$ cat src/rtl/lcd_frame_receiver.sv
// Receive end of the LCD panel video interface (HD, VD, DEN, R, G, B).
// Samples the stream on pixel-clock enables, rebuilds pixel coordinates and
// the RGB stream, checks line length and lines per frame, and reports a
// per-frame status. Optional feature: define LCD_RX_CHECKSUM_EN to enable
// the 24-bit per-frame pixel checksum on frame_sum (tied to 0 otherwise).
module lcd_frame_receiver #(
  parameter int unsigned H_ACTIVE = 800,
  parameter int unsigned V_ACTIVE = 480,
  parameter int unsigned CNT_W    = 11
) (
  input  logic             clk,
  input  logic             rst,
  input  logic             pix_ce,
  input  logic             hd,
  input  logic             vd,
  input  logic             den,
  input  logic [7:0]       r,
  input  logic [7:0]       g,
  input  logic [7:0]       b,
  output logic             pix_valid,
  output logic [CNT_W-1:0] pix_x,
  output logic [CNT_W-1:0] pix_y,
  output logic [23:0]      pix_rgb,
  output logic             frame_done,
  output logic             frame_ok,
  output logic             err_h,
  output logic             err_v,
  output logic [15:0]      frame_cnt,
  output logic [23:0]      frame_sum
);

  localparam logic [CNT_W-1:0] HLen   = CNT_W'(H_ACTIVE);
  localparam logic [CNT_W-1:0] VLen   = CNT_W'(V_ACTIVE);
  localparam logic [CNT_W-1:0] CntMax = {CNT_W{1'b1}};

  typedef enum logic [0:0] {StSyncWait, StActive} state_e;

  state_e           state_q, state_d;
  logic             vd_q, vd_d;
  logic             den_q, den_d;
  logic             hd_q, hd_d;
  logic [CNT_W-1:0] x_q, x_d;
  logic [CNT_W-1:0] y_q, y_d;
  logic             h_err_q, h_err_d;
  logic             pix_valid_q, pix_valid_d;
  logic [CNT_W-1:0] pix_x_q, pix_x_d;
  logic [CNT_W-1:0] pix_y_q, pix_y_d;
  logic [23:0]      pix_rgb_q, pix_rgb_d;
  logic             frame_done_q, frame_done_d;
  logic             frame_ok_q, frame_ok_d;
  logic             err_h_q, err_h_d;
  logic             err_v_q, err_v_d;
  logic [15:0]      frame_cnt_q, frame_cnt_d;

  logic vd_fall;
  logic den_fall;
  logic y_short;

  // HD is kept registered for later use; it does not influence counting.
  logic unused_hd;
  assign unused_hd = hd_q;

  // Edges are taken against the previous accepted sample, not the previous clock.
  assign vd_fall  = vd_q & ~vd;
  assign den_fall = den_q & ~den;

  // Next-state for the FSM, line/frame counters and registered outputs.
  always_comb begin
    state_d      = state_q;
    vd_d         = vd_q;
    den_d        = den_q;
    hd_d         = hd_q;
    x_d          = x_q;
    y_d          = y_q;
    h_err_d      = h_err_q;
    pix_valid_d  = 1'b0;
    pix_x_d      = pix_x_q;
    pix_y_d      = pix_y_q;
    pix_rgb_d    = pix_rgb_q;
    frame_done_d = 1'b0;
    frame_ok_d   = frame_ok_q;
    err_h_d      = err_h_q;
    err_v_d      = err_v_q;
    frame_cnt_d  = frame_cnt_q;
    y_short      = 1'b0;

    if (pix_ce) begin
      vd_d  = vd;
      den_d = den;
      hd_d  = hd;
      unique case (state_q)
        StSyncWait: begin
          if (vd_fall) begin
            state_d = StActive;
            x_d     = '0;
            y_d     = '0;
            h_err_d = 1'b0;
          end
        end
        StActive: begin
          // Line end is applied before frame end so a line closing in the
          // VD-fall sample still counts toward the old frame.
          if (den_fall) begin
            if (x_d != HLen) h_err_d = 1'b1;
            x_d = '0;
            if (y_d != CntMax) y_d = y_d + 1'b1;
          end
          if (vd_fall) begin
            y_short      = (y_d != VLen);
            frame_done_d = 1'b1;
            err_h_d      = h_err_d;
            err_v_d      = y_short;
            frame_ok_d   = ~(h_err_d | y_short);
            frame_cnt_d  = frame_cnt_q + 16'd1;
            x_d          = '0;
            y_d          = '0;
            h_err_d      = 1'b0;
          end
          // A pixel in the VD-fall sample belongs to the new frame.
          if (den) begin
            pix_valid_d = 1'b1;
            pix_x_d     = x_d;
            pix_y_d     = y_d;
            pix_rgb_d   = {r, g, b};
            if (x_d == CntMax) h_err_d = 1'b1;
            else               x_d     = x_d + 1'b1;
          end
        end
        default: state_d = StSyncWait;
      endcase
    end
  end

  // State and output registers; next-state logic already gates on pix_ce.
  always_ff @(posedge clk or posedge rst) begin
    if (rst) begin
      state_q      <= StSyncWait;
      vd_q         <= 1'b0;
      den_q        <= 1'b0;
      hd_q         <= 1'b0;
      x_q          <= '0;
      y_q          <= '0;
      h_err_q      <= 1'b0;
      pix_valid_q  <= 1'b0;
      pix_x_q      <= '0;
      pix_y_q      <= '0;
      pix_rgb_q    <= '0;
      frame_done_q <= 1'b0;
      frame_ok_q   <= 1'b0;
      err_h_q      <= 1'b0;
      err_v_q      <= 1'b0;
      frame_cnt_q  <= '0;
    end else begin
      state_q      <= state_d;
      vd_q         <= vd_d;
      den_q        <= den_d;
      hd_q         <= hd_d;
      x_q          <= x_d;
      y_q          <= y_d;
      h_err_q      <= h_err_d;
      pix_valid_q  <= pix_valid_d;
      pix_x_q      <= pix_x_d;
      pix_y_q      <= pix_y_d;
      pix_rgb_q    <= pix_rgb_d;
      frame_done_q <= frame_done_d;
      frame_ok_q   <= frame_ok_d;
      err_h_q      <= err_h_d;
      err_v_q      <= err_v_d;
      frame_cnt_q  <= frame_cnt_d;
    end
  end

  assign pix_valid  = pix_valid_q;
  assign pix_x      = pix_x_q;
  assign pix_y      = pix_y_q;
  assign pix_rgb    = pix_rgb_q;
  assign frame_done = frame_done_q;
  assign frame_ok   = frame_ok_q;
  assign err_h      = err_h_q;
  assign err_v      = err_v_q;
  assign frame_cnt  = frame_cnt_q;

`ifdef LCD_RX_CHECKSUM_EN
  logic [23:0] acc_q, acc_d;
  logic [23:0] sum_q, sum_d;

  // Checksum: the accumulator is snapshotted at frame end, then restarts with
  // any new-frame pixel carried in the same sample.
  always_comb begin
    acc_d = acc_q;
    sum_d = sum_q;
    if (pix_ce && (state_q == StActive)) begin
      if (vd_fall) begin
        sum_d = acc_q;
        acc_d = '0;
      end
      if (den) acc_d = acc_d + {r, g, b};
    end
  end

  // Checksum registers.
  always_ff @(posedge clk or posedge rst) begin
    if (rst) begin
      acc_q <= '0;
      sum_q <= '0;
    end else begin
      acc_q <= acc_d;
      sum_q <= sum_d;
    end
  end

  assign frame_sum = sum_q;
`else
  assign frame_sum = 24'h0;
`endif

endmodule

$ cat config.mk
export PLATFORM = sky130hd
export DESIGN_NAME = lcd_frame_receiver
export DESIGN_NICKNAME = d
export VERILOG_FILES = /design/src/rtl/lcd_frame_receiver.sv
export SDC_FILE = /design/constraint.sdc
export NUM_CORES = 1
export LEC_CHECK = 0
export ABC_CLOCK_PERIOD_IN_PS = 3770
export CAP_MARGIN = 20
export CORE_ASPECT_RATIO = 0.6
export CORE_MARGIN = 2
export CORE_UTILIZATION = 49
export CTS_CLUSTER_DIAMETER = 50
export DETAILED_ROUTE_END_ITERATION = 10
export PLACE_DENSITY = 0.8
export SLEW_MARGIN = 20
export SYNTH_ARGS = -nofsm -noshare
export SYNTH_HDL_FRONTEND = slang
export SYNTH_SLANG_ARGS = --single-unit
$ cat constraint.sdc
create_clock -name clk -period 3.77 [get_ports clk]
set_input_delay 0.377 -clock clk [delete_from_list [all_inputs] [get_ports clk]]
set_output_delay 0.377 -clock clk [all_outputs]
set_load 0.01 [all_outputs]
Word level (Yosys, flattened, before mapping). Cells that the tools add are included.

Shifts and indexed selects: 0. Bitwise logic cells: 7. Add/subtract/negate cells: 3. Div/mod/pow operators: 0. Mux-type cells: 30. Order comparisons: 0. Reductions and logical operators: 3. Multiply operators: 0. Equality and inequality tests: 5.

Operators by type and width (number): $mux 11 (12); $pmux 11 s2 (2); $add 11x1->11 const B (2); $add 16x1->16 const B (1); $mux 1 (15); $eq 11x11->1 const B (1); $ne 11x10->1 const B (1); $ne 11x11->1 const B (1); $ne 11x9->1 const B (1); $reduce_and 3->1 (2); $not 1->1 (4); $and 1x1->1 (2); $ne 2x2->1 const B (1); $pmux 1 s2 (1); $reduce_and 2->1 (1); $or 1x1->1 (1).

Memories kept: 0. Bits in read-only memories: 0. RAM bits: 0. Latch bits: 0. Bits of input ports: 30. Output and inout port bits: 91. Flip-flop bits (word level): 93. Word-level logic and storage cells: 63.

Depth between registers and ports, before layout. Gate-level depths: netlist (run 1).

Depth in word-level cells: 10. Depth in mapped cells: 10. Mapped depth without buffers: 8.

Least setup slack after synthesis (run 1). No wires, ideal clock.

Path kind: input -> register. Start point: input vd. End point: register x_q[8]. Library setup time: 0.121 ns. Path slack: 1.310 ns. Arrival time: 2.339 ns. Stages on the path: 10. Cells stage by stage: nand2b_1 > clkbuf_8 > clkbuf_1 > and3_1 > ha_1 > nand3_1 > nor3_1 > and3_1 > a31oi_1 > o22a_1.

Word-level cells in the longest chain between the ends: 9.

RTL lines: from (decl) (RTL line 15) `input logic vd,`; $not 1->1 * (RTL line 64) `assign vd_fall = vd_q & ~vd;`; $and 1x1->1 * (RTL line 64); $mux 11 (RTL line 108) `if (vd_fall) begin`; $mux 11 (RTL line 91) `unique case (state_q)`; $mux 11 (RTL line 87) `if (pix_ce) begin`; $add 11x1->11 / $eq 11x11->1 (equally long branches) (RTL line 126, 125); $mux 11 (RTL line 125) `if (x_d == CntMax) h_err_d = 1'b1;`; $mux 11 (RTL line 120) `if (den) begin`; $pmux 11 s2 (RTL line 91); to (signal assigned) (RTL line 141) `x_q <= '0;`; to (signal assigned) (RTL line 158) `x_q <= x_d;`; to (decl) (RTL line 42) `logic [CNT_W-1:0] x_q, x_d;`.

Mark *: on every way between the ends. The rest lies on a longest branch, timed or not. The select of a mux whose other input is x is not followed. A chain may end at the register's enable or synchronous reset.

Worst setup path in the final report (run 1).
Start point: register y_q[0]. End point: register err_v_q (netlist: err_v).

Word-level cells in the longest chain between the ends: 6.

RTL lines: from (decl) (RTL line 43) `logic [CNT_W-1:0] y_q, y_d;`; from (signal assigned) (RTL line 159) `y_q <= y_d;`; $add 11x1->11 / $ne 11x11->1 (equally long branches) (RTL line 106) `if (y_d != CntMax) y_d = y_d + 1'b1;`; $mux 11 (RTL line 106); $mux 11 * (RTL line 103) `if (den_fall) begin`; $mux 11 * (RTL line 91); $mux 11 * (RTL line 87); $ne 11x9->1 * (RTL line 109) `y_short = (y_d != VLen);`; to (signal assigned) (RTL line 168) `err_v_q <= err_v_d;`; to (decl) (RTL line 52) `logic err_v_q, err_v_d;`.

Marked as above.

==> results.json, run 1 <==
{
  "synth_flop_cell": "sky130_fd_sc_hd__dfrtp_1",
  "timing.critical_path.arrival_ps": 2910,
  "cts_hold_buffers": 0,
  "dr.pass1.iters": 7,
  "run_status": "finished clean",
  "core_region_area_mm2": 0.00916,
  "num_antenna_cells": 0,
  "internal_power_mw": 1.86,
  "final_core_utilization": 0.640,
  "path_class": "reg -> reg",
  "synth_common_cells": "sky130_fd_sc_hd__nand2_1 (130), sky130_fd_sc_hd__dfrtp_1 (93), sky130_fd_sc_hd__o21ai_0 (33)",
  "tightest_slew_ps": 1070,
  "timing.final.max_slew_violations": 0,
  "hpwl_um": 8300,
  "yosysMostFrequentCell": "sky130_fd_sc_hd__nand2_1",
  "final.fill_count": 752,
  "drc_errors": 0,
  "syn_avg_cell_area_um2": 9.45,
  "report.final.setup_viol": 0,
  "start_kind": "flip-flop",
  "h-tree-depth": 3,
  "post_drt_wl_per_cell_um": 16.2,
  "postCtsSetupRepairBufs": 0,
  "grt_max_degree": 53,
  "clk-insertion-delay-late_ps": 350,
  "unrepaired_setup_endpoints_after_global_routing": "no",
  "grt_overflow_total": 0,
  "drt-initial-drc-count": 324,
  "synth.top_cells.by_area": "sky130_fd_sc_hd__dfrtp_1 (50%), sky130_fd_sc_hd__nand2_1 (11%), sky130_fd_sc_hd__buf_4 (4.1%)",
  "initial_utilization": 0.504,
  "cap_viol_max_count": 0,
  "synth-edff-count": 0,
  "cts.sinks": 93,
  "dieArea_mm2": 0.0102,
  "cts_tree": "built",
  "p_clk_frac": 0.361,
  "share_of_yosys_cell_area_claimed_by_the_top_area_cell_type": 0.505,
  "synth_cell_types": 67,
  "ys_ff_latch": 93,
  "grt_pass1_vias": 3684,
  "setup.worst_path.end_class": "flip-flop",
  "place_inst": 699,
  "area_growth_pct": 27.0,
  "route.vias.total": 3913,
  "worst_relative_slew_slack": 0.280,
  "worst_clock_skew_ps": 8.85,
  "cts.repair.resized": 0,
  "synth_simple_gate_area_share": 0.221,
  "finish.instance_area_mm2": 0.00586,
  "die_height_um": 79.2,
  "worst_path_max_delay_cell": "sky130_fd_sc_hd__dfrtp_1",
  "vdd_drop_max_mv": 0.337,
  "cts_made_buffers": 9,
  "worst-path-buf-inv": 0,
  "hp-class": "in -> async",
  "post-synth-top-area-cell": "sky130_fd_sc_hd__dfrtp_1",
  "grt_first_pass_wirelength_um": 18900,
  "layout.nets": 613,
  "worstPathCellList": "ha_1 -> nand4_1 -> o311ai_4 -> mux2i_1 -> or4_4 -> o32a_1",
  "combinational_family_with_the_most_area_after_synthesis": "simple AND/OR/NAND/NOR gates",
  "power.combinational.fraction": 0.186,
  "clk_pin_slew_worst_paths_ps": 70,
  "place.port_buffers": 95,
  "synthAdderAreaFrac": 0.00814,
  "leakage_nw": 2.63,
  "worst-path-max-fanout": 10,
  "multi_input_area_mm2": 0.00200,
  "finalHoldViolations": 0,
  "core.rowCount": 27,
  "fmax_mhz": 373,
  "part_of_the_yosys_area_used_for_sequential_elements": 0.505,
  "vias_per_cell": 5.47,
  "p_sw_frac": 0.285,
  "finish.cell_count_without_fillers": 715,
  "synthesis.instances": 488,
  "final_routed_wirelength_across_all_metal_layers_um": 11600,
  "pin_count": 121,
  "synthMuxAreaShare": 0.0163,
  "cp-startpoint": "y_q[0]",
  "worstPathRequired_ps": 4000,
  "power.density_cell_area_mw_per_mm2": 443,
  "post_synthesis_instance_area_mm2": 0.00461,
  "drive_above_1_share": 0.0803,
  "placed_cell_area_mm2": 0.00555,
  "synthesized_area_fraction_occupied_by_ao_oa_aoi_and_oai_cells": 0.128,
  "grtUsageTotal": 0.236,
  "asyncSetResetFlopFracSynth": 1.00,
  "cts_max_path_buffers": 2,
  "reg2reg_from": "y_q[0]",
  "floorplan.die.width_um": 129,
  "fin_crit_sh": 0.711,
  "fraction_of_synthesized_cell_area_in_xor_and_xnor_cells": 0.0399,
  "layout.area.seq_mm2": 0.00233,
  "setup_tns_ps": 0,
  "final_period_minus_worst_setup_slack_ps": 2680,
  "antenna_found_initial": 0,
  "gp_routability_congestion": 0.951,
  "cp_slowest_stage_delay_ps": 540,
  "p_sw_mw": 0.739,
  "critPathTopFamily": "simple AND/OR/NAND/NOR gates",
  "root_buffer": "sky130_fd_sc_hd__clkbuf_16",
  "antenna_left": 0,
  "reg_power_frac": 0.454,
  "yosysWarningCount": 0
}
-- power groups by stage --
stage / clock network, mW / logic, mW / registers [mW]
floorplan: 0 / 0.221 / 1.21
global placement: 0 / 0.464 / 1.19
detailed placement: 0 / 0.482 / 1.19
CTS: 0.956 / 0.485 / 1.18
global route: 0.992 / 0.526 / 1.19
finish: 0.936 / 0.481 / 1.18
-- per-stage QoR --
| step | setup WS (ps) | power, mW | hold WS (ps) |
|---|---|---|---|
| detailed placement | 942 | 1.68 | 464 |
| CTS | 1110 | 2.62 | 380 |
| floorplan | 973 | 1.43 | 451 |
| global route | 919 | 2.71 | 409 |
| finish | 1090 | 2.59 | 373 |
| global placement | 1000 | 1.65 | 456 |
-- cell families after synthesis --
logic type | Yosys count
and+or+nand+nor | 218
xor gates and xnor gates | 21
DFF | 93
adders and majority gates | 3
AOI/OAI and AO/OA | 88
other | 1
muxes | 7
buffers and inverters | 57
-- placed cells by master (no fill, tap or decap), types with 10 or more instances in the layout --
cell type | netlist | final
sky130_fd_sc_hd__nand3_1 | 23 | 23
sky130_fd_sc_hd__conb_1 | 1 | 24
sky130_fd_sc_hd__a21oi_1 | 16 | 16
sky130_fd_sc_hd__dfrtp_1 | 93 | 93
sky130_fd_sc_hd__nand2_1 | 130 | 129
sky130_fd_sc_hd__o21ai_0 | 33 | 32
sky130_fd_sc_hd__nor2_1 | 10 | 10
sky130_fd_sc_hd__nor3_1 | 13 | 13
sky130_fd_sc_hd__xnor2_1 | 12 | 12
sky130_fd_sc_hd__clkdlybuf4s50_1 | 0 | 95
-- layer usage --
metal	routed length (um)	share of wire	vias up	GRT usage
met5	0	0	-	0
met1	5280	0.46	1912	0.348
met2	5160	0.45	156	0.345
met4	192	0.017	0	0.0641
met3	925	0.080	22	0.0613
li1	-	-	1823	-
-- registers in the layout (all words and copies together) (netlist names) --
register    flops
den_q           1
err_h           1
err_v           1
frame_cnt      16
frame_done      1
frame_ok        1
h_err_q         1
pix_rgb        24
pix_valid       1
pix_x          11
pix_y          11
state_q         1
vd_q            1
x_q            11
y_q            11
-- cell type report --
class	count	share of cell area
flip-flops and latches	93	0.397
repair buffers	104	0.174
well taps	130	0.0278
clock inverters	7	0.0141
multi-input cells	361	0.341
inverters	11	0.00726
clock buffers	9	0.0385
-- final timing paths --
path / to / cells past startpoint / slack, ps
hold reg to reg: pix_x[7] / 2 / 470
setup reg to reg: err_v / 6 / 1090
setup / recovery: err_v / 6 / 1090
min in group clk: pix_x[7] / 2 / 470
hold / removal: frame_cnt[9] / 2 / 370
max in group asynchronous: state_q / 3 / 2580
-- worst reg2reg max path, cell delays in order (launching register included) --
cell	delay (ps)
sky130_fd_sc_hd__dfrtp_1	540
sky130_fd_sc_hd__ha_1	360
sky130_fd_sc_hd__nand4_1	280
sky130_fd_sc_hd__o311ai_4	360
sky130_fd_sc_hd__mux2i_1	140
sky130_fd_sc_hd__or4_4	530
sky130_fd_sc_hd__o32a_1	360
No activity file was read; power rests on OpenSTA's default activity.
==> run 2, diff against run 1 <==
ABC_CLOCK_PERIOD_IN_PS = 2710   (was 3770)
clock period = 2.71 ns   (was 3.77 ns; I/O delays follow)
==> results.json, run 2 (synthesis results as in run 1) <==
{
  "run_status": "finished clean",
  "area_growth_pct": 30.1,
  "final_routed_wirelength_across_all_metal_layers_um": 11400,
  "worstPathRequired_ps": 2940,
  "worst-path-max-fanout": 10,
  "hpwl_um": 8350,
  "pin_count": 121,
  "fin_crit_sh": 0.939,
  "cp_slowest_stage_delay_ps": 560,
  "met3WireLength_um": 896,
  "route.top_layer_used": "met4",
  "layout.nets": 624,
  "grt_overflow_total": 0,
  "report.final.setup_viol": 0,
  "grt_max_degree": 56,
  "setup_tns_ps": 0,
  "num_antenna_cells": 0,
  "vias_per_cell": 5.38,
  "die_height_um": 79.2,
  "r2r.worst_path.cells": 6,
  "worst_path_max_delay_cell": "sky130_fd_sc_hd__dfrtp_1",
  "worst_relative_slew_slack": 0.527,
  "fmax_mhz": 393,
  "route.vias.total": 3903,
  "core_region_area_mm2": 0.00916,
  "cts.sinks": 93,
  "tightest_slew_ps": 708,
  "worst_clock_skew_ps": 7.84,
  "clk-insertion-delay-late_ps": 350,
  "unrepaired_setup_endpoints_after_global_routing": "no",
  "h-tree-depth": 3,
  "drt-initial-drc-count": 312,
  "power.density_cell_area_mw_per_mm2": 634,
  "dieArea_mm2": 0.0102,
  "final_core_utilization": 0.656,
  "layout_common_cells": "sky130_fd_sc_hd__nand2_1 (129), sky130_fd_sc_hd__clkdlybuf4s50_1 (95), sky130_fd_sc_hd__dfrtp_1 (93)",
  "grtUsageTotal": 0.234,
  "power.combinational.fraction": 0.180,
  "core.rowCount": 27,
  "cap_viol_max_count": 0,
  "antenna_left": 0,
  "reg_power_frac": 0.430,
  "leakage_nw": 2.72,
  "place.port_buffers": 95,
  "cts_hold_buffers": 0,
  "final.setup.worst_slack_ps": 166,
  "gp_routability_congestion": 0.909,
  "dr.pass1.iters": 5,
  "post_route_m1_wl_um": 5420,
  "largest_register_ff_count": 24,
  "cts.repair.resized": 0,
  "cts_tree": "built",
  "grt_pass1_vias": 3656,
  "finalHoldViolations": 0,
  "postCtsSetupRepairBufs": 0,
  "start_kind": "flip-flop",
  "cts_made_buffers": 9,
  "drive_above_1_share": 0.0973,
  "antenna_found_initial": 0,
  "pre_cts_ws_ps": 50.1,
  "fin_hold_ws_ps": 334,
  "timing.critical_path.arrival_ps": 2780,
  "timing.final.max_slew_violations": 0,
  "p_clk_frac": 0.390,
  "drc_errors": 0,
  "setup.worst_path.end_class": "flip-flop",
  "grt_first_pass_wirelength_um": 18500,
  "initial_utilization": 0.504,
  "vdd_drop_max_mv": 0.409,
  "p_sw_mw": 1.00,
  "final_period_minus_worst_setup_slack_ps": 2540,
  "internal_power_mw": 2.80,
  "floorplan.die.width_um": 129,
  "clk_pin_slew_worst_paths_ps": 70,
  "hp-class": "in -> async",
  "post_drt_wl_per_cell_um": 15.8,
  "p_sw_frac": 0.263,
  "detailroute.wirelength.met2_um": 4930,
  "worstPathCellList": "ha_1 -> nand4_1 -> o311ai_4 -> mux2i_1 -> or4_4 -> o32a_1",
  "path_class": "reg -> reg",
  "root_buffer": "sky130_fd_sc_hd__clkbuf_16",
  "cts_max_path_buffers": 2,
  "most_frequent_standard_cell_in_the_layout_excluding_fill_and_tap_cells": "sky130_fd_sc_hd__nand2_1"
}
## run 2: per-layer routing
layer | up-vias | GRT usage
met5 | - | 0
met4 | 0 | 0.0739
met3 | 18 | 0.0687
met2 | 165 | 0.334
met1 | 1874 | 0.341
li1 | 1846 | -
## run 2: final cells by class
cell class | count | area [um^2]
clock inverter | 6 | 119
inverter | 11 | 42.5
multi-input combinational | 361 | 2000
fill | 731 | 3150
sequential | 93 | 2330
clock buffer | 10 | 239
tap | 130 | 163
timing repair buffer | 115 | 1110
## run 2: stage by stage
step	power (mW)	cell area [um^2]	instances
after floorplan	1.99	4700	511
after global placement	2.31	5640	710
after detailed placement	2.34	5640	710
after CTS	3.83	6000	726
after global routing	3.96	6000	726
final	3.80	6000	726
## run 2: path summary, 6_finish.rpt
path	from	endpoint	slack, ps
worst max register to register	y_q[0]	err_v	170
max in group asynchronous	rst	y_q[1]	1630
min in group clk	b[7]	pix_rgb[7]	450
worst min-delay path	rst	frame_cnt[10]	330
worst max-delay path	y_q[0]	err_v	170
worst min register to register	pix_x[8]	pix_x[8]	470
## run 2: worst max-delay path: cells and delay by family, from the launching register on
kind	cells	cell delay (ps)
AO/OA/AOI/OAI	2	710
adder cells (fa/ha/maj)	1	280
flip-flops	1	560
multiplexers	1	160
AND/OR/NAND/NOR	2	730
## run 2: power groups by stage
stage	logic, mW	registers [mW]	clock network, mW
3_3_place_gp	0.662	1.65	0
6_report	0.683	1.64	1.48
3_5_place_dp	0.683	1.66	0
4_1_cts	0.688	1.64	1.51
5_1_grt	0.747	1.66	1.56
2_1_floorplan	0.307	1.69	0
==> run 3, diff against run 2 <==
--- a/config.mk
+++ b/config.mk
@@ -6,5 +6,4 @@
 export NUM_CORES = 1
 export LEC_CHECK = 0
-export ABC_CLOCK_PERIOD_IN_PS = 2710
 export CAP_MARGIN = 20
 export CORE_ASPECT_RATIO = 0.6
==> constraint.sdc (replaced) <==
create_clock -name clk -period 2.85 [get_ports clk]
set_input_delay 0.57 -clock clk [delete_from_list [all_inputs] [get_ports clk]]
set_output_delay 0.57 -clock clk [all_outputs]
set_load 0.01 [all_outputs]
==> results.json, run 3 (synthesis results as in run 1) <==
{
  "leakage_nw": 2.73,
  "drt-initial-drc-count": 323,
  "crit-reg2reg-capture": "err_v",
  "h-tree-depth": 3,
  "area_growth_pct": 30.7,
  "grtUsageTotal": 0.251,
  "final_period_minus_worst_setup_slack_ps": 2540,
  "finish.instance_area_mm2": 0.00603,
  "cts_max_path_buffers": 2,
  "cts_tree": "built",
  "die_height_um": 79.2,
  "largest_register_ff_count": 24,
  "worst-path-max-fanout": 8,
  "num_antenna_cells": 0,
  "unrepaired_setup_endpoints_after_global_routing": "no",
  "timing.final.max_slew_violations": 0,
  "drive_above_1_share": 0.111,
  "grt_pass1_vias": 3920,
  "power.density_cell_area_mw_per_mm2": 568,
  "hold_path.startpoint": "pix_x[8]",
  "route.vias.total": 3988,
  "tightest_slew_ps": 697,
  "report.final.setup_viol": 0,
  "initial_utilization": 0.504,
  "grt_max_degree": 94,
  "layout_common_cells": "sky130_fd_sc_hd__nand2_1 (129), sky130_fd_sc_hd__clkdlybuf4s50_1 (95), sky130_fd_sc_hd__dfrtp_1 (93)",
  "cts_made_buffers": 9,
  "dieArea_mm2": 0.0102,
  "timing.hold.worst_endpoint": "pix_x[8]",
  "place.port_buffers": 95,
  "root_buffer": "sky130_fd_sc_hd__clkbuf_16",
  "core_region_area_mm2": 0.00916,
  "final_routed_wirelength_across_all_metal_layers_um": 12100,
  "placed_cell_area_mm2": 0.00573,
  "path_class": "in -> reg",
  "cts_hold_buffers": 0,
  "core.rowCount": 27,
  "grt_first_pass_wirelength_um": 20000,
  "finalHoldViolations": 0,
  "timing.critical_path.arrival_ps": 2770,
  "pin_count": 121,
  "floorplan.die.width_um": 129,
  "setup_tns_ps": 0,
  "gp_routability_congestion": 0.929,
  "worst_clock_skew_ps": 6.99,
  "worstPathRequired_ps": 3080,
  "cts.sinks": 93,
  "hpwl_um": 8900,
  "fin_crit_sh": 0.891,
  "drc_errors": 0,
  "most_frequent_standard_cell_in_the_layout_excluding_fill_and_tap_cells": "sky130_fd_sc_hd__nand2_1",
  "postCtsSetupRepairBufs": 0,
  "antenna_left": 0,
  "setup.worst_path.end_class": "flip-flop",
  "run_status": "finished clean",
  "place_inst": 719,
  "antenna_found_initial": 0,
  "clk_pin_slew_worst_paths_ps": 60,
  "worst_relative_slew_slack": 0.531,
  "layout.nets": 633,
  "r2r.worst_path.cells": 6,
  "rrSetupSlack_ps": 330,
  "fmax_mhz": 394,
  "final.fill_count": 746,
  "reg2reg_from": "y_q[1]",
  "grt_overflow_total": 0,
  "final_core_utilization": 0.658,
  "start_kind": "input port",
  "vias_per_cell": 5.43,
  "cap_viol_max_count": 0,
  "worst_hold_path.num_cells": 2,
  "dr.pass1.iters": 5,
  "clk-insertion-delay-late_ps": 340,
  "hp-class": "reg -> reg",
  "post_drt_wl_per_cell_um": 16.5,
  "cts.repair.resized": 0,
  "finish.cell_count_without_fillers": 735,
  "report.power.total_mw": 3.42,
  "vdd_drop_max_mv": 0.361
}
-- run 3: worst max path at each step --
stage          cells past startpoint  from        to  slack [ps]
2_1_floorplan                     10    vd    x_q[8]         200
3_3_place_gp                       9   den    x_q[3]          30
3_5_place_dp                       6   den  frame_ok         -30
4_1_cts                            6   den  frame_ok         320
5_1_grt                            9   den    x_q[3]         150
6_report                          10   den    x_q[8]         310
-- run 3: stage by stage --
stage | hold WS (ps) | setup slack, ps
after floorplan | 451 | 197
after global placement | 455 | 28.3
after detailed placement | 456 | -28.4
after CTS | 470 | 325
after global routing | 492 | 149
final | 464 | 309
-- run 3: layout make-up --
class                   count  area [um^2]  area share
clock buffers               9          225      0.0374
multi-input cells         361         2000       0.332
repair buffers            124         1190       0.198
flip-flops and latches     93         2330       0.386
clock inverters             7         73.8      0.0123
inverters                  11         45.0     0.00748
well taps                 130          163      0.0270
-- run 3: critical path: stages --
cell	delay, ps
sky130_fd_sc_hd__clkdlybuf4s50_1	540
sky130_fd_sc_hd__nand2b_1	190
sky130_fd_sc_hd__and3_1	180
sky130_fd_sc_hd__ha_1	200
sky130_fd_sc_hd__nand3_1	130
sky130_fd_sc_hd__nor3_1	250
sky130_fd_sc_hd__buf_4	220
sky130_fd_sc_hd__and3_1	210
sky130_fd_sc_hd__a31oi_1	90
sky130_fd_sc_hd__o22a_1	200
-- run 3: layer usage --
layer	wire (um)	global-route usage	vias to the layer above
met5	0	0	-
met4	134	0.0641	0
met3	967	0.0667	16
met2	5450	0.377	180
met1	5600	0.362	1938
li1	-	-	1854
-- run 3: report_power, final --
part           leakage [nW]  internal (mW)  switching (mW)
combinational          1.36          0.343           0.331
sequential             1.22           1.44           0.109
clock                 0.146          0.683           0.515
total                  2.73           2.47           0.955
